<file path="src/rtl/lcd_bus_scheduler.sv">
// Two-requester round-robin write scheduler for an HD44780-style 8-bit LCD bus.
// Runs the power-on init sequence, then times setup / E pulse / hold / execution wait per write.
module lcd_bus_scheduler #(
  parameter int SETUP_CYC      = 50,
  parameter int PULSE_CYC      = 50,
  parameter int HOLD_CYC       = 50,
  parameter int SHORT_WAIT_CYC = 2500,
  parameter int LONG_WAIT_CYC  = 100000,
  parameter int PWRUP_CYC      = 2500000
) (
  input  logic       clk,
  input  logic       reset,
  input  logic       req0_valid,
  input  logic       req0_rs,
  input  logic [7:0] req0_data,
  output logic       req0_ready,
  input  logic       req1_valid,
  input  logic       req1_rs,
  input  logic [7:0] req1_data,
  output logic       req1_ready,
  output logic       init_done,
  output logic       busy,
  output logic       lcd_rs,
  output logic       lcd_rw,
  output logic       lcd_e,
  output logic [7:0] lcd_data
);

  function automatic int max2(input int a, input int b);
    return (a > b) ? a : b;
  endfunction

  localparam int MAX_CYC = max2(max2(max2(SETUP_CYC, PULSE_CYC), max2(HOLD_CYC, SHORT_WAIT_CYC)),
                                max2(LONG_WAIT_CYC, PWRUP_CYC));
  localparam int CW = (MAX_CYC > 1) ? $clog2(MAX_CYC) : 1;

  typedef enum logic [2:0] {
    S_PWRUP, S_INIT_LOAD, S_SETUP, S_PULSE, S_HOLD, S_WAIT, S_IDLE
  } state_t;

  state_t          r_state;
  state_t          w_next;
  logic [CW-1:0]   r_cnt;
  logic [CW-1:0]   w_lim;
  logic            w_last;
  logic            w_long;
  logic [2:0]      r_idx;
  logic            r_ptr;
  logic            r_rs;
  logic [7:0]      r_data;
  logic            r_init_done;
  logic            w_any;
  logic            w_sel;
  logic [7:0]      w_init_byte;

  always_comb begin
    case (r_idx[1:0])
      2'd0:    w_init_byte = 8'h38;
      2'd1:    w_init_byte = 8'h06;
      2'd2:    w_init_byte = 8'h0C;
      default: w_init_byte = 8'h01;
    endcase
  end

  always_comb begin
    w_next     = r_state;
    w_lim      = '0;
    w_any      = 1'b0;
    w_sel      = r_ptr;
    req0_ready = 1'b0;
    req1_ready = 1'b0;
    // Clear and home need the long execution time; everything else is short.
    w_long     = !r_rs && (r_data == 8'h01 || r_data == 8'h02);

    case (r_state)
      S_PWRUP: w_lim = CW'(PWRUP_CYC - 1);
      S_SETUP: w_lim = CW'(SETUP_CYC - 1);
      S_PULSE: w_lim = CW'(PULSE_CYC - 1);
      S_HOLD:  w_lim = CW'(HOLD_CYC - 1);
      S_WAIT:  w_lim = w_long ? CW'(LONG_WAIT_CYC - 1) : CW'(SHORT_WAIT_CYC - 1);
      default: w_lim = '0;
    endcase
    w_last = (r_cnt == w_lim);

    if (r_state == S_IDLE && r_init_done) begin
      if (req0_valid && req1_valid) begin
        w_any = 1'b1;
        w_sel = r_ptr;
      end else if (req0_valid) begin
        w_any = 1'b1;
        w_sel = 1'b0;
      end else if (req1_valid) begin
        w_any = 1'b1;
        w_sel = 1'b1;
      end
    end
    req0_ready = w_any && !w_sel;
    req1_ready = w_any && w_sel;

    case (r_state)
      S_PWRUP:     if (w_last) w_next = S_INIT_LOAD;
      S_INIT_LOAD: w_next = S_SETUP;
      S_SETUP:     if (w_last) w_next = S_PULSE;
      S_PULSE:     if (w_last) w_next = S_HOLD;
      S_HOLD:      if (w_last) w_next = S_WAIT;
      S_WAIT:      if (w_last) w_next = (r_idx < 3'd4) ? S_INIT_LOAD : S_IDLE;
      S_IDLE:      if (w_any) w_next = S_SETUP;
      default:     w_next = S_PWRUP;
    endcase
  end

  always_ff @(posedge clk) begin
    if (!reset) begin
      r_state     <= S_PWRUP;
      r_cnt       <= '0;
      r_idx       <= '0;
      r_ptr       <= 1'b0;
      r_rs        <= 1'b0;
      r_data      <= 8'h00;
      r_init_done <= 1'b0;
    end else begin
      r_state <= w_next;
      r_cnt   <= (w_next != r_state || r_state == S_IDLE) ? '0 : r_cnt + 1'b1;
      if (r_state == S_INIT_LOAD) begin
        r_rs   <= 1'b0;
        r_data <= w_init_byte;
        r_idx  <= r_idx + 3'd1;
      end
      if (w_any) begin
        r_rs   <= w_sel ? req1_rs : req0_rs;
        r_data <= w_sel ? req1_data : req0_data;
        // Pointer only moves on contention so a lone requester never loses priority.
        if (req0_valid && req1_valid) r_ptr <= ~w_sel;
      end
      if (r_state == S_WAIT && w_next == S_IDLE) r_init_done <= 1'b1;
    end
  end

  assign init_done = r_init_done;
  assign busy      = (r_state != S_IDLE);
  assign lcd_rs    = r_rs;
  assign lcd_rw    = 1'b0;
  assign lcd_e     = (r_state == S_PULSE);
  assign lcd_data  = r_data;

endmodule

</file>
<file path="config.mk">
export PLATFORM = sky130hd
export DESIGN_NAME = lcd_bus_scheduler
export DESIGN_NICKNAME = d
export VERILOG_FILES = /design/src/rtl/lcd_bus_scheduler.sv
export SDC_FILE = /design/constraint.sdc
export NUM_CORES = 1
export LEC_CHECK = 0
export BUFFER_PORTS_ARGS = -buffer_cell sky130_fd_sc_hd__buf_2
export CORE_ASPECT_RATIO = 2
export CORE_MARGIN = 5
export CORE_UTILIZATION = 25
export CTS_BUF_LIST = sky130_fd_sc_hd__clkbuf_16
export CTS_CLUSTER_DIAMETER = 120
export DETAILED_ROUTE_END_ITERATION = 7
export MAX_ROUTING_LAYER = met4
export SLEW_MARGIN = 25
export SYNTH_ARGS = -nofsm -noshare
export SYNTH_HDL_FRONTEND = slang
export SYNTH_SLANG_ARGS = --single-unit
</file>
<file path="constraint.sdc">
create_clock -name clk -period 5.3 [get_ports clk]
set_input_delay 0.53 -clock clk [delete_from_list [all_inputs] [get_ports clk]]
set_output_delay 0.53 -clock clk [all_outputs]
set_load 0.005 [all_outputs]
</file>
==> out/metrics.cfg <==
[outcome]
status = finished, final reports clean

[critical_path]
setup.worst_path.class = reg -> out
crit_fanout = 15
start_kind = flop
cp.required_ns = 4.77
regToRegSetupSlack_ns = 2.81
r2r_cells = 7
crit_path_end_kind = output port
reg2reg_from = r_state[0]
endpoint = req1_ready
reg2reg_to = r_cnt[15]
crit_arrival_ns = 2.04
cp-startpoint = r_state[2]

[floorplanning]
core_um2 = 9321
dieArea_um2 = 11690
die_w_um = 78.99
start_util = 0.2553
die_h_um = 148.0
top_level_ports = 37
num_rows = 50

[power_and_ir_drop]
power_uw = 665.7
vdd_drop_max_mv = 0.1751
powerDensity_nw_per_um2 = 242.8
leakage_uw = 0.0009969

[layout]
layout-drive-gt1-share = 0.1911
multi_input_area_um2 = 1459
utilization = 0.2941
fillers = 962
area_growth_pct = 15.19
antennaDiodeCount = 0
register_area_um2 = 780.7
nets = 341
final_cell_mix = 39 x dfxtp_1, 35 x nand2_1, 35 x buf_2
layout_commonest_cell = dfxtp_1
final_cell_area_um2 = 2741

[clock_tree]
numCtsBuffers = 5
numClockSinks = 39
cts.path.max_buffers = 2
post_cts_buffers = 0
root_buffer = clkbuf_16
cts_hold_buffers = 0
clk_pin_slew_ns = 0.06
h-tree-depth = 2
cts_tree = done
cts_resized = 0
clock_latency_ns = 0.29

[detailed_routing]
wl_um = 6377
via_per_inst = 5.244
via_count = 2192
wl_met3_um = 213
drt-met1-wl_um = 2218
wl_per_cell_um = 15.26
ant_nets = 0
first_pass_iters = 4
drt_iter0_drc = 80
wl_met2_um = 3515
drcViolationCount = 0
routed.top_layer = met4

[sta]
slew_violations = 0
period_share = 0.4840
rsz0062_at_grt = no
period_minus_slack_ns = 2.565
finClkSkew_ns = 0.002518
relSlewSlack = 0.4780
worst_pin_slew_ns = 0.7811
hold_violations = 0
fin_setup_tns_ns = 0
max_freq_mhz = 389.8
setup_viol = 0

[logic_synthesis]
syn_area_per_cell_um2 = 8.321
synth_flop_cell = dfxtp_1
syn_nets = 313
synth-seq-area-share = 0.3281
synth_edf_count = 0
postSynth.asyncResetShare = 0
synth_cell_types = 59
syn_area_um2 = 2380
yosys_warnings = 0
ys_ff_latch = 39
syn_inst = 286

[place]
post_dp_cell_area_um2 = 2579
routabilityCongestion = 0.8309
dpl.hpwl_um = 4887
io_buffer_count = 35

[min_path]
min_from = lcd_data[7]
hold_class = reg -> reg

[grt]
grt_pass1_vias = 2246
grt_max_degree = 24
grt_pass1_wl_um = 10470
overflow = 0
antenna_found_initial = 0
grtUsageTotal = 0.1172

[job]
drv_cap = 0

-- worst min-delay path by stage --
stage                     slack (ns)           to  cells past startpoint
after floorplan                 0.47       lcd_rs                      2
final                           0.48  lcd_data[7]                      2
after global placement          0.46  lcd_data[6]                      2
after CTS                       0.48  lcd_data[3]                      3
after global routing            0.50  lcd_data[3]                      3
after detailed placement        0.47  lcd_data[6]                      2
-- area by class of cell --
cell class              count  share of cell area
inverters                   7            0.009585
well taps                 104             0.04747
multi-input cells         225              0.5322
clock buffers               5             0.04564
clock inverters             2             0.01369
repair buffers             36             0.06664
flip-flops and latches     39              0.2848
-- layer usage --
layer  vias to the layer above  track usage
li1                       1092            -
met1                      1022       0.1052
met2                        54       0.2069
met3                        24      0.01890
met4                         0       0.1007
met5                         -            -
-- Yosys cell counts, drive strengths merged, types with 2 or more instances --
cell type | instances | area (µm²)
nor3 | 22 | 115.1
clkbuf | 9 | 63.81
o21bai | 2 | 15.01
or2 | 2 | 12.51
and2 | 4 | 25.02
a21oi | 6 | 37.54
a22oi | 4 | 30.03
nand3 | 11 | 55.05
nor3b | 3 | 27.52
inv | 7 | 26.28
nor2 | 14 | 52.55
xor2 | 16 | 140.1
nand4 | 8 | 50.05
a211oi | 11 | 87.58
o2111ai | 2 | 30.03
nand2 | 35 | 131.4
o21a | 3 | 22.52
and3 | 6 | 38.79
a31oi | 7 | 43.79
o31a | 2 | 18.77
xnor2 | 11 | 96.34
nor4 | 5 | 46.29
or3 | 2 | 12.51
ha | 5 | 62.56
o21ai | 17 | 85.08
buf | 6 | 50.04
a21o | 2 | 16.27
or3b | 2 | 17.52
a21boi | 3 | 22.52
or4 | 3 | 22.52
nor2b | 3 | 18.77
dfxtp | 39 | 780.8
-- report_power, final --
part	leakage, µW	total [µW]	switching [µW]	internal, µW
Sequential	0.000315	298	3.21	295
Combinational	0.000606	20.8	10.6	10.2
Clock	0.0000759	347	127	220
-- critical path: stages (launching register included) --
cell and delay [ns]:
dfxtp_1 0.59, nor2b_1 0.22, and3_1 0.26, nand2_1 0.09, a21oi_2 0.38, buf_2 0.20
-- kinds of logic after synthesis --
| logic type | Yosys count | share of synthesized area |
|---|---|---|
| simple gates | 124 | 0.2766 |
| compound gates | 66 | 0.2003 |
| flops | 39 | 0.3281 |
| xor+xnor | 27 | 0.09937 |
| buf+inv | 22 | 0.05888 |
| fa+ha+maj | 5 | 0.02629 |
| mux | 2 | 0.008938 |
| other cells | 1 | 0.001576 |
-- through the flow --
step,setup slack (ns),hold slack (ns),std cells
floorplan,3.210,0.4700,286
global placement,2.933,0.4640,411
detailed placement,2.832,0.4700,411
CTS,2.706,0.4751,418
global route,2.582,0.4955,418
finish,2.735,0.4751,418
-- sequential cells by signal, indices dropped and copies added, names as in the netlist --
| signal | count |
|---|---|
| r_state | 3 |
| r_idx | 3 |
| r_ptr | 1 |
| init_done | 1 |
| r_cnt | 22 |
| lcd_rs | 1 |
| lcd_data | 8 |
No activity file was read; power rests on OpenSTA's default activity.
